[src/rtl/spi_flash_arbiter_if.sv]
// Pin bundle between the two SPI masters, the shared config flash and the arbiter.
// The arbiter sits on the slave modport; a master/board model uses the master modport.
interface spi_flash_arbiter_if;
    logic dsp_req;
    logic dsp_gnt;
    logic cpu_req;
    logic cpu_gnt;
    logic dsp_spi_clk;
    logic dsp_spi_mosi;
    logic dsp_spi_cs_INV;
    logic dsp_spi_miso;
    logic cpu_spi_clk;
    logic cpu_spi_mosi;
    logic cpu_spi_cs_INV;
    logic cpu_spi_miso;
    logic flash_clk;
    logic flash_mosi;
    logic flash_cs_INV;
    logic flash_miso;
    logic timeout_event;

    modport slave (
        input  dsp_req, cpu_req,
        input  dsp_spi_clk, dsp_spi_mosi, dsp_spi_cs_INV,
        input  cpu_spi_clk, cpu_spi_mosi, cpu_spi_cs_INV,
        input  flash_miso,
        output dsp_gnt, cpu_gnt, dsp_spi_miso, cpu_spi_miso,
        output flash_clk, flash_mosi, flash_cs_INV, timeout_event
    );

    modport master (
        output dsp_req, cpu_req,
        output dsp_spi_clk, dsp_spi_mosi, dsp_spi_cs_INV,
        output cpu_spi_clk, cpu_spi_mosi, cpu_spi_cs_INV,
        output flash_miso,
        input  dsp_gnt, cpu_gnt, dsp_spi_miso, cpu_spi_miso,
        input  flash_clk, flash_mosi, flash_cs_INV, timeout_event
    );
endinterface

[src/rtl/spi_flash_arbiter.sv]
// Arbitrates the board SPI config flash between the DSP and CPU masters with a req/gnt
// handshake, a deselect guard between owners and an optional hold timeout with lockout.
module spi_flash_arbiter #(
    parameter int unsigned GUARD_CYCLES = 4,
    parameter int unsigned HOLD_TIMEOUT = 50000,
    parameter logic        IDLE_CLK     = 1'b0
) (
    input logic                sysclk,
    input logic                reset_INV,
    spi_flash_arbiter_if.slave bus
);
    typedef enum logic [1:0] {StIdle, StOwnDsp, StOwnCpu, StGuard} state_e;

    localparam logic [15:0] HoldLast  = 16'(HOLD_TIMEOUT - 1);
    localparam logic [7:0]  GuardLast = 8'(GUARD_CYCLES - 1);
    localparam bit          TimeoutEn = (HOLD_TIMEOUT != 0);

    logic [1:0]  dsp_sync_q, cpu_sync_q;
    logic        sreq_dsp, sreq_cpu;
    logic        avail_dsp, avail_cpu, own_req;
    state_e      state_q;
    logic [15:0] hold_cnt_q;
    logic [7:0]  guard_cnt_q;
    logic        last_cpu_q;
    logic        lock_dsp_q, lock_cpu_q;
    logic        dsp_gnt_q, cpu_gnt_q, timeout_q;

    always_ff @(posedge sysclk or negedge reset_INV) begin
        if (!reset_INV) begin
            dsp_sync_q <= 2'b00;
            cpu_sync_q <= 2'b00;
        end else begin
            dsp_sync_q <= {dsp_sync_q[0], bus.dsp_req};
            cpu_sync_q <= {cpu_sync_q[0], bus.cpu_req};
        end
    end

    assign sreq_dsp  = dsp_sync_q[1];
    assign sreq_cpu  = cpu_sync_q[1];
    assign avail_dsp = sreq_dsp & ~lock_dsp_q;
    assign avail_cpu = sreq_cpu & ~lock_cpu_q;
    assign own_req   = (state_q == StOwnCpu) ? sreq_cpu : sreq_dsp;

    always_ff @(posedge sysclk or negedge reset_INV) begin
        if (!reset_INV) begin
            state_q     <= StIdle;
            hold_cnt_q  <= 16'd0;
            guard_cnt_q <= 8'd0;
            last_cpu_q  <= 1'b1;
            lock_dsp_q  <= 1'b0;
            lock_cpu_q  <= 1'b0;
            dsp_gnt_q   <= 1'b0;
            cpu_gnt_q   <= 1'b0;
            timeout_q   <= 1'b0;
        end else begin
            timeout_q <= 1'b0;
            if (!sreq_dsp) lock_dsp_q <= 1'b0;
            if (!sreq_cpu) lock_cpu_q <= 1'b0;
            unique case (state_q)
                StIdle: begin
                    // On a tie the master that did not own the flash last wins.
                    if (avail_dsp && (!avail_cpu || last_cpu_q)) begin
                        state_q    <= StOwnDsp;
                        dsp_gnt_q  <= 1'b1;
                        hold_cnt_q <= 16'd0;
                    end else if (avail_cpu) begin
                        state_q    <= StOwnCpu;
                        cpu_gnt_q  <= 1'b1;
                        hold_cnt_q <= 16'd0;
                    end
                end
                StOwnDsp, StOwnCpu: begin
                    if (!own_req || (TimeoutEn && hold_cnt_q == HoldLast)) begin
                        state_q     <= StGuard;
                        guard_cnt_q <= 8'd0;
                        dsp_gnt_q   <= 1'b0;
                        cpu_gnt_q   <= 1'b0;
                        last_cpu_q  <= (state_q == StOwnCpu);
                        // A release in the timeout cycle wins: no pulse, no lockout.
                        if (own_req) begin
                            timeout_q <= 1'b1;
                            if (state_q == StOwnCpu) lock_cpu_q <= 1'b1;
                            else                     lock_dsp_q <= 1'b1;
                        end
                    end else if (hold_cnt_q != 16'hFFFF) begin
                        hold_cnt_q <= hold_cnt_q + 16'd1;
                    end
                end
                StGuard: begin
                    if (guard_cnt_q == GuardLast) state_q <= StIdle;
                    else                          guard_cnt_q <= guard_cnt_q + 8'd1;
                end
                default: state_q <= StIdle;
            endcase
        end
    end

    assign bus.dsp_gnt       = dsp_gnt_q;
    assign bus.cpu_gnt       = cpu_gnt_q;
    assign bus.timeout_event = timeout_q;

    // Pin mux decodes the registered state so an async reset deselects the flash at once.
    always_comb begin
        bus.flash_cs_INV = 1'b1;
        bus.flash_clk    = IDLE_CLK;
        bus.flash_mosi   = 1'b0;
        bus.dsp_spi_miso = 1'b0;
        bus.cpu_spi_miso = 1'b0;
        if (state_q == StOwnDsp) begin
            bus.flash_cs_INV = bus.dsp_spi_cs_INV;
            bus.flash_clk    = bus.dsp_spi_clk;
            bus.flash_mosi   = bus.dsp_spi_mosi;
            bus.dsp_spi_miso = bus.flash_miso;
        end else if (state_q == StOwnCpu) begin
            bus.flash_cs_INV = bus.cpu_spi_cs_INV;
            bus.flash_clk    = bus.cpu_spi_clk;
            bus.flash_mosi   = bus.cpu_spi_mosi;
            bus.cpu_spi_miso = bus.flash_miso;
        end
    end
endmodule

[src/flat_wrapper.sv]
// flat-port wrapper written by rule: the top's interface ports become plain ports
module spi_flash_arbiter_flat 
#(
    parameter int unsigned GUARD_CYCLES = 4,
    parameter int unsigned HOLD_TIMEOUT = 50000,
    parameter logic        IDLE_CLK     = 1'b0
)
  (sysclk, reset_INV, bus_dsp_req, bus_cpu_req, bus_dsp_spi_clk, bus_dsp_spi_mosi, bus_dsp_spi_cs_INV, bus_cpu_spi_clk, bus_cpu_spi_mosi, bus_cpu_spi_cs_INV, bus_flash_miso, bus_dsp_gnt, bus_cpu_gnt, bus_dsp_spi_miso, bus_cpu_spi_miso, bus_flash_clk, bus_flash_mosi, bus_flash_cs_INV, bus_timeout_event);
  spi_flash_arbiter_if bus_i ();
  input logic sysclk;
  input logic reset_INV;
  input wire logic [$bits(bus_i.dsp_req)-1:0] bus_dsp_req;
  input wire logic [$bits(bus_i.cpu_req)-1:0] bus_cpu_req;
  input wire logic [$bits(bus_i.dsp_spi_clk)-1:0] bus_dsp_spi_clk;
  input wire logic [$bits(bus_i.dsp_spi_mosi)-1:0] bus_dsp_spi_mosi;
  input wire logic [$bits(bus_i.dsp_spi_cs_INV)-1:0] bus_dsp_spi_cs_INV;
  input wire logic [$bits(bus_i.cpu_spi_clk)-1:0] bus_cpu_spi_clk;
  input wire logic [$bits(bus_i.cpu_spi_mosi)-1:0] bus_cpu_spi_mosi;
  input wire logic [$bits(bus_i.cpu_spi_cs_INV)-1:0] bus_cpu_spi_cs_INV;
  input wire logic [$bits(bus_i.flash_miso)-1:0] bus_flash_miso;
  output wire logic [$bits(bus_i.dsp_gnt)-1:0] bus_dsp_gnt;
  output wire logic [$bits(bus_i.cpu_gnt)-1:0] bus_cpu_gnt;
  output wire logic [$bits(bus_i.dsp_spi_miso)-1:0] bus_dsp_spi_miso;
  output wire logic [$bits(bus_i.cpu_spi_miso)-1:0] bus_cpu_spi_miso;
  output wire logic [$bits(bus_i.flash_clk)-1:0] bus_flash_clk;
  output wire logic [$bits(bus_i.flash_mosi)-1:0] bus_flash_mosi;
  output wire logic [$bits(bus_i.flash_cs_INV)-1:0] bus_flash_cs_INV;
  output wire logic [$bits(bus_i.timeout_event)-1:0] bus_timeout_event;
  assign bus_i.dsp_req = bus_dsp_req;
  assign bus_i.cpu_req = bus_cpu_req;
  assign bus_i.dsp_spi_clk = bus_dsp_spi_clk;
  assign bus_i.dsp_spi_mosi = bus_dsp_spi_mosi;
  assign bus_i.dsp_spi_cs_INV = bus_dsp_spi_cs_INV;
  assign bus_i.cpu_spi_clk = bus_cpu_spi_clk;
  assign bus_i.cpu_spi_mosi = bus_cpu_spi_mosi;
  assign bus_i.cpu_spi_cs_INV = bus_cpu_spi_cs_INV;
  assign bus_i.flash_miso = bus_flash_miso;
  assign bus_dsp_gnt = bus_i.dsp_gnt;
  assign bus_cpu_gnt = bus_i.cpu_gnt;
  assign bus_dsp_spi_miso = bus_i.dsp_spi_miso;
  assign bus_cpu_spi_miso = bus_i.cpu_spi_miso;
  assign bus_flash_clk = bus_i.flash_clk;
  assign bus_flash_mosi = bus_i.flash_mosi;
  assign bus_flash_cs_INV = bus_i.flash_cs_INV;
  assign bus_timeout_event = bus_i.timeout_event;
  spi_flash_arbiter #(.GUARD_CYCLES(GUARD_CYCLES), .HOLD_TIMEOUT(HOLD_TIMEOUT), .IDLE_CLK(IDLE_CLK)) u_core (.sysclk(sysclk), .reset_INV(reset_INV), .bus(bus_i));
endmodule
[config.mk]
export PLATFORM = sky130hd
export DESIGN_NAME = spi_flash_arbiter_flat
export DESIGN_NICKNAME = d
export VERILOG_FILES = /design/src/rtl/spi_flash_arbiter_if.sv /design/src/rtl/spi_flash_arbiter.sv /design/src/flat_wrapper.sv
export SDC_FILE = /design/constraint.sdc
export NUM_CORES = 1
export LEC_CHECK = 0
export CAP_MARGIN = 20
export CORE_UTILIZATION = 50
export CTS_BUF_LIST = sky130_fd_sc_hd__clkbuf_8
export DETAILED_ROUTE_END_ITERATION = 10
export PLACE_DENSITY = 0.77
export SYNTH_ARGS = -nofsm -noshare
export SYNTH_HDL_FRONTEND = slang
export SYNTH_SLANG_ARGS = --single-unit
[constraint.sdc]
create_clock -name sysclk -period 2.19 [get_ports sysclk]
set_clock_uncertainty 0.05 [all_clocks]
set_input_delay 0.438 -clock sysclk [delete_from_list [all_inputs] [get_ports sysclk]]
set_output_delay 0.438 -clock sysclk [all_outputs]
set_load 0.03 [all_outputs]
; Word level (Yosys, flattened, before mapping)
; Index checks and enable logic that the tools add are counted.
[word_totals]
reg_bits = 36
inputBits = 11
word_cells = 89
[classes]
add_sub_neg = 2
n_eq_ne = 15
n_mux = 42
bitwise = 4
reduce_logical = 15
[ops]
columns = cell, n
row1 = 2-to-1 mux 16 bit, 4
row2 = one-hot mux 16 bit (2 select lines), 1
row3 = 2-to-1 mux 1 bit, 27
row4 = adder 16 x 1 -> 16 bit (second input constant), 1
row5 = equality test 16 bit (second input constant), 1
row6 = 2-to-1 mux 8 bit, 2
row7 = != test 16 bit (second input constant), 1
row8 = one-hot mux 8 bit (2 select lines), 1
row9 = != test 2 x 1 -> 1 bit (second input constant), 5
row10 = AND reduction 3 bit, 3
row11 = adder 8 x 1 -> 8 bit (second input constant), 1
row12 = equality test 8 x 2 -> 1 bit (second input constant), 1
row13 = 2-to-1 mux 2 bit, 4
row14 = AND reduction 4 bit, 2
row15 = != test 2 bit (second input constant), 3
row16 = one-hot mux 2 bit (3 select lines), 1
row17 = equality test 2 bit (second input constant), 2
row18 = one-hot mux 1 bit (2 select lines), 2
row19 = nonzero test 2 bit, 2
row20 = != test 3 x 1 -> 1 bit (second input constant), 1
row21 = bitwise AND 1 bit, 2
row22 = equality test 2 x 1 -> 1 bit (second input constant), 1
row23 = logical NOT 1 bit, 2
row24 = logical NOT 2 bit, 1
row25 = 5 further kinds, 7

; Longest topological paths before layout
[depth]
ltp_word = 7
ltp_mapped = 9
mapped_depth_nobuf = 7

; Worst setup path before layout
; No wires, ideal clock.
[synth_timing]
path_kind = reg2reg
startpoint = register u_core.state_q[0]
endpoint = register u_core.hold_cnt_q[15]
t_arrival_ns = 1.930
required_time_ns = 2.016
setup_slack_ns = 0.086
stages_incl_launch_ff = 8
n_path_buf = 1
period_less_slack_ns = 2.104
path_cell_list = dfrtp_1 -> inv_1 -> ha_1 -> mux2i_1 -> clkbuf_1 -> nor4_1 -> nor4bb_1 -> a211o_1
[synth_between]
elab_chain_cells = 6
[synth_rtl]
columns = item, line
row1 = from (decl), spi_flash_arbiter.sv:21  ; state_e state_q;
row2 = from (signal assigned), spi_flash_arbiter.sv:46  ; state_q <= StIdle;
row3 = from (signal assigned), spi_flash_arbiter.sv:63  ; state_q <= StOwnDsp;
row4 = from (signal assigned), spi_flash_arbiter.sv:67  ; state_q <= StOwnCpu;
row5 = equality test 2 bit, "spi_flash_arbiter.sv:42, spi_flash_arbiter.sv:59"
row6 = 2-to-1 mux 1 bit, spi_flash_arbiter.sv:42  ; assign own_req = (state_q == StOwnCpu) ? sreq_cpu : sreq_dsp;
row7 = logical NOT 1 bit, spi_flash_arbiter.sv:73  ; if (!own_req || (TimeoutEn && hold_cnt_q == HoldLast)) begin
row8 = logical OR 1 bit, spi_flash_arbiter.sv:73
row9 = != test 2 bit (no line), -
row10 = AND reduction 4 bit (no line), -
row11 = to (signal assigned), spi_flash_arbiter.sv:86  ; hold_cnt_q <= hold_cnt_q + 16'd1;
row12 = to (decl), spi_flash_arbiter.sv:22  ; logic [15:0] hold_cnt_q;
; Several ways; a longest one is shown, not always the timed one.
; A chain may end at the register's enable or synchronous reset.

; Worst setup path in the final report
[layout_timing]
startpoint = register u_core.state_q[1]
endpoint = register u_core.hold_cnt_q[10]
; The elaborated chain is that of the path after synthesis.

==> impl_results.html <==
<table>
<tr><th>Metric</th><th>Value</th></tr>
<tr><th colspan="2">Clock tree</th></tr>
<tr><td>TritonCTS Buffers</td><td>5</td></tr>
<tr><td>TritonCTS clock tree</td><td>built</td></tr>
<tr><td>Largest buffer count on any clock path</td><td>2</td></tr>
<tr><td>Clock transition at the registers of the reported paths</td><td>0.08 ns</td></tr>
<tr><td>Clock sinks</td><td>36</td></tr>
<tr><td>Insertion delay of the later-clocked pin in the worst-skew pair</td><td>~0.30 ns</td></tr>
<tr><td>H-Tree Level Count</td><td>2</td></tr>
<tr><td>Root buffer cell</td><td>sky130_fd_sc_hd__clkbuf_8</td></tr>
<tr><td>Hold_buf cts</td><td>0</td></tr>
<tr><th colspan="2">GRT</th></tr>
<tr><td>Remaining Overflow, GRT</td><td>0</td></tr>
<tr><td>Global-route wire length before repair</td><td>9190 um</td></tr>
<tr><td>GRT Overall Usage</td><td>between 20% and 30%</td></tr>
<tr><td>Antenna violations before repair</td><td>0</td></tr>
<tr><td>Maximum number of pins on one net before global-route repair</td><td>37</td></tr>
<tr><td>Vias in the first global route</td><td>2,016</td></tr>
<tr><th colspan="2">Logic synthesis</th></tr>
<tr><td>Yosys reg bits</td><td>36</td></tr>
<tr><td>Post-synth design cell area</td><td>approximately 0.0023 sq mm</td></tr>
<tr><td>Proportion of synthesized flip-flops having asynchronous set or reset</td><td>100%</td></tr>
<tr><td>Most frequently used flop master after synthesis</td><td>sky130_fd_sc_hd__dfrtp_1</td></tr>
<tr><td>Library cells used by synthesis</td><td>61</td></tr>
<tr><td>Most frequent cell after synthesis</td><td>sky130_fd_sc_hd__dfrtp_1</td></tr>
<tr><td>Biggest area contributors in the synthesized netlist</td><td>sky130_fd_sc_hd__dfrtp_1, sky130_fd_sc_hd__nand2_1, sky130_fd_sc_hd__ha_1</td></tr>
<tr><td>Top post-synthesis cells by count</td><td>sky130_fd_sc_hd__dfrtp_1, sky130_fd_sc_hd__nand2_1, sky130_fd_sc_hd__nand3_1</td></tr>
<tr><td>Mean Syn Cell Area</td><td>9.25 sq um</td></tr>
<tr><td>Post-synthesis cell type with the largest combined area</td><td>sky130_fd_sc_hd__dfrtp_1</td></tr>
<tr><td>Yosys Warn Count</td><td>0</td></tr>
<tr><td>Cell count after synthesis</td><td>247</td></tr>
<tr><td>Area share of the leading cell type in the synthesized netlist</td><td>38.3%</td></tr>
<tr><td>Syn Nets</td><td>265</td></tr>
<tr><td>Number of enable flip-flop cells after synthesis</td><td>0</td></tr>
<tr><td>Seq/Total Area, Yosys</td><td>between 30% and 40%</td></tr>
<tr><th colspan="2">Power and ir drop</th></tr>
<tr><td>Combinational share of power</td><td>between 60 and 70%</td></tr>
<tr><td>Pwr dens</td><td>roughly 1200 mW/mm^2</td></tr>
<tr><td>Switching power</td><td>between 1.5 and 2 mW</td></tr>
<tr><td>Register share of total power</td><td>23.9%</td></tr>
<tr><td>Pleak</td><td>1.26 nW</td></tr>
<tr><td>Fraction of power consumed by the clock network</td><td>14.3%</td></tr>
<tr><td>Switching power as a share of total power</td><td>between 40 and 50%</td></tr>
<tr><td>Worst-case vdd ir drop</td><td>0.655 mV</td></tr>
<tr><td>Int Pwr</td><td>1.98 mW</td></tr>
<tr><th colspan="2">Routing</th></tr>
<tr><td>Via count</td><td>2,115</td></tr>
<tr><td>Iteration-0 DRC Markers</td><td>about 130</td></tr>
<tr><td>DRC</td><td>0</td></tr>
<tr><td>Routed length per instance</td><td>15.6 um</td></tr>
<tr><td>Post-Route M1 WL</td><td>about 2500 um</td></tr>
<tr><td>Final wirelength</td><td>around 5500 um</td></tr>
<tr><td>Metal3 WL</td><td>225 um</td></tr>
<tr><td>Vias per cell</td><td>about 6.0</td></tr>
<tr><td>Pre-antenna DRT Iters</td><td>5</td></tr>
<tr><td>Met2 WL post-DR</td><td>between 2000 and 3000 um</td></tr>
<tr><td>Uppermost layer routed</td><td>met4</td></tr>
<tr><td>Number of nets with antenna violations after routing</td><td>0</td></tr>
<tr><th colspan="2">Setup path</th></tr>
<tr><td>Worst Path Max Fanout</td><td>6</td></tr>
<tr><td>Worst setup EP type</td><td>register</td></tr>
<tr><td>Largest stage delay on the critical path</td><td>between 0.5 and 0.6 ns</td></tr>
<tr><td>Cell type of the slowest stage on the worst timing path</td><td>sky130_fd_sc_hd__o31ai_2</td></tr>
<tr><td>Cells traversed along the worst timing path</td><td>buf_4 -&gt; inv_1 -&gt; ha_2 -&gt; nand2_1 -&gt; o31ai_2 -&gt; nor4b_1 -&gt; a311o_1</td></tr>
<tr><td>Crit path DAT</td><td>~2.3 ns</td></tr>
<tr><td>Crit path buf inv count</td><td>2</td></tr>
<tr><td>Crit path required time</td><td>2.32 ns</td></tr>
<tr><td>Kind of cell adding the most delay to the critical path</td><td>compound AO/OA/AOI/OAI gates</td></tr>
<tr><td>Critical path startpoint category</td><td>register</td></tr>
<tr><td>CP Class</td><td>reg2reg</td></tr>
<tr><th colspan="2">Final layout</th></tr>
<tr><td>Area used by sequential logic in the layout</td><td>902 sq um</td></tr>
<tr><td>Core Util, Final</td><td>roughly 67%</td></tr>
<tr><td>Total area of multi-input combinational cells</td><td>~0.0014 sq mm</td></tr>
<tr><td>Ant diodes</td><td>0</td></tr>
<tr><td>Syn-to-layout area delta</td><td>27.8%</td></tr>
<tr><td>Layout cell share with drive strength beyond 1</td><td>25.1%</td></tr>
<tr><td>Net count of the finished layout</td><td>approximately 320</td></tr>
<tr><td># fillers</td><td>between 300 and 400</td></tr>
<tr><th colspan="2">Timing</th></tr>
<tr><td>Share of the clock period used by the worst path</td><td>100%</td></tr>
<tr><td>Highest achievable clock rate</td><td>457 MHz</td></tr>
<tr><td>Worst-case headroom to the max-slew limit</td><td>43.8%</td></tr>
<tr><td>Minimum period implied by the final worst setup slack</td><td>~2.2 ns</td></tr>
<tr><td>Number of setup violations in the final report</td><td>1</td></tr>
<tr><td>Final slew viol count</td><td>0</td></tr>
<tr><td>Number of hold violations in the final report</td><td>0</td></tr>
<tr><td>Final setup TNS</td><td>-0.0000520 ns</td></tr>
<tr><td>Measured slew at the worst slew-check pin</td><td>approximately 0.84 ns</td></tr>
<tr><td>Setup ws final</td><td>-0.0000520 ns</td></tr>
<tr><td>Worst-case hold slack</td><td>~0.18 ns</td></tr>
<tr><th colspan="2">Die</th></tr>
<tr><td>Core footprint</td><td>roughly 0.0044 sq mm</td></tr>
<tr><td>Ports placed on the boundary</td><td>19</td></tr>
<tr><td>DIE HEIGHT</td><td>69.6 um</td></tr>
<tr><td>Die Width</td><td>roughly 70 um</td></tr>
<tr><td>Row cnt</td><td>24</td></tr>
<tr><td>Total Die Area</td><td>between 0.004 and 0.005 sq mm</td></tr>
<tr><td>Initial standard-cell utilization of the core</td><td>52.1%</td></tr>
<tr><th colspan="2">Hold path</th></tr>
<tr><td>Worst hold path class</td><td>in2async</td></tr>
<tr><th colspan="2">Outcome</th></tr>
<tr><td>Outcome</td><td>complete, but fails checks</td></tr>
<tr><td>Failing checks</td><td>negative setup slack</td></tr>
<tr><th colspan="2">Place</th></tr>
<tr><td>I/O Buffers</td><td>18</td></tr>
<tr><td>Post-detail-place hpwl</td><td>between 3000 and 4000 um</td></tr>
<tr><td>Global placer's final weighted congestion</td><td>around 0.84</td></tr>
<tr><th colspan="2">Job</th></tr>
<tr><td>Maximum capacitance violations</td><td>0</td></tr>
</table>
## power groups by stage
stage               combinational (mW)  clock (mW)  sequential [mW]
finish                            2.22       0.511            0.858
global route                      2.41       0.544            0.874
CTS                               2.04       0.523            0.854
detailed placement                2.02           0            0.869
global placement                  1.98           0            0.863
floorplan                         1.33           0            0.902
## area by class of cell
class                      count  area share, %
inverter                       8           1.03
multi-input combinational    192           47.4
tap                           52           2.23
clock inverter                 2          0.514
clock buffer                   6           2.83
timing repair buffer          55           15.1
sequential                    36           30.9
## worst reg2reg max path, stage by stage, from the launching register on
cell                      delay [ns]
sky130_fd_sc_hd__dfrtp_1        0.37
sky130_fd_sc_hd__buf_4          0.13
sky130_fd_sc_hd__inv_1          0.06
sky130_fd_sc_hd__ha_2           0.36
sky130_fd_sc_hd__nand2_1        0.14
sky130_fd_sc_hd__o31ai_2        0.56
sky130_fd_sc_hd__nor4b_1        0.12
sky130_fd_sc_hd__a311o_1        0.29
## cells in the final DEF, fill, tap and decap left out, drive strengths merged, types with 5 or more instances in the layout
| cell | instances |
|---|---|
| a21oi | 14 |
| buf | 42 |
| clkbuf | 6 |
| clkdlybuf4s50 | 12 |
| dfrtp | 35 |
| ha | 7 |
| inv | 8 |
| nand2 | 29 |
| nand2b | 5 |
| nand3 | 17 |
| nand3b | 5 |
| nand4 | 5 |
| nor2 | 14 |
| nor4 | 5 |
| o21ai | 13 |
| o221ai | 7 |
## state kept, by name, indices dropped and copies added (netlist names)
name,flops
u_core.hold_cnt_q,16
u_core.guard_cnt_q,8
u_core.cpu_sync_q,2
u_core.dsp_sync_q,2
u_core.state_q,2
u_core.bus.cpu_gnt,1
u_core.bus.dsp_gnt,1
u_core.bus.timeout_event,1
u_core.last_cpu_q,1
u_core.lock_cpu_q,1
u_core.lock_dsp_q,1
## routing by layer
layer	GRT usage, %	vias to the layer above
met1	30.0	1009
li1	-	1040
met5	0	-
met2	40.5	59
met4	6.58	0
met3	4.07	7
## path summary, 6_finish.rpt
path	start	to	slack [ns]	cells after the start
max	u_core.state_q[1]	u_core.hold_cnt_q[10]	-0.00005	7
min reg2reg	u_core.dsp_sync_q[0]	u_core.dsp_sync_q[1]	0.31	0
max reg2reg	u_core.state_q[1]	u_core.hold_cnt_q[10]	-0.00005	7
min	reset_INV	u_core.guard_cnt_q[3]	0.18	1
min in group sysclk	u_core.dsp_sync_q[0]	u_core.dsp_sync_q[1]	0.31	0
max in group asynchronous	reset_INV	u_core.cpu_sync_q[0]	1.36	1
## cells by family (layout without fill, tap and decap cells)
logic type	Yosys count	in the layout	share of synthesized area [%]
compound gates	68	69	21.9
fa+ha+maj	7	7	3.83
buf+inv	20	71	4.27
flops	36	36	39.5
mux	3	3	1.53
simple gates	113	113	29.0
## metrics by stage
stage	worst slack [ns]	instances	total power, mW	area (sq um)
4_1_cts	0.000251	349	3.42	2830
3_3_place_gp	-0.0208	341	2.84	2720
6_report	-0.0000520	351	3.58	2920
2_1_floorplan	0.0864	247	2.23	2280
5_1_grt	-0.0599	351	3.83	2920
3_5_place_dp	-0.0985	341	2.89	2720
## repair_timing
action / in CTS / in global routing
endpoints found under the setup margin: 4 / 19
endpoints found under the hold margin: 0 / 0
pin swaps: 0 / 3
resized for setup: 4 / 13
setup buffers: 0 / 1
gates cloned: 0 / 1
Note: power is estimated with default switching activity, not from simulation.
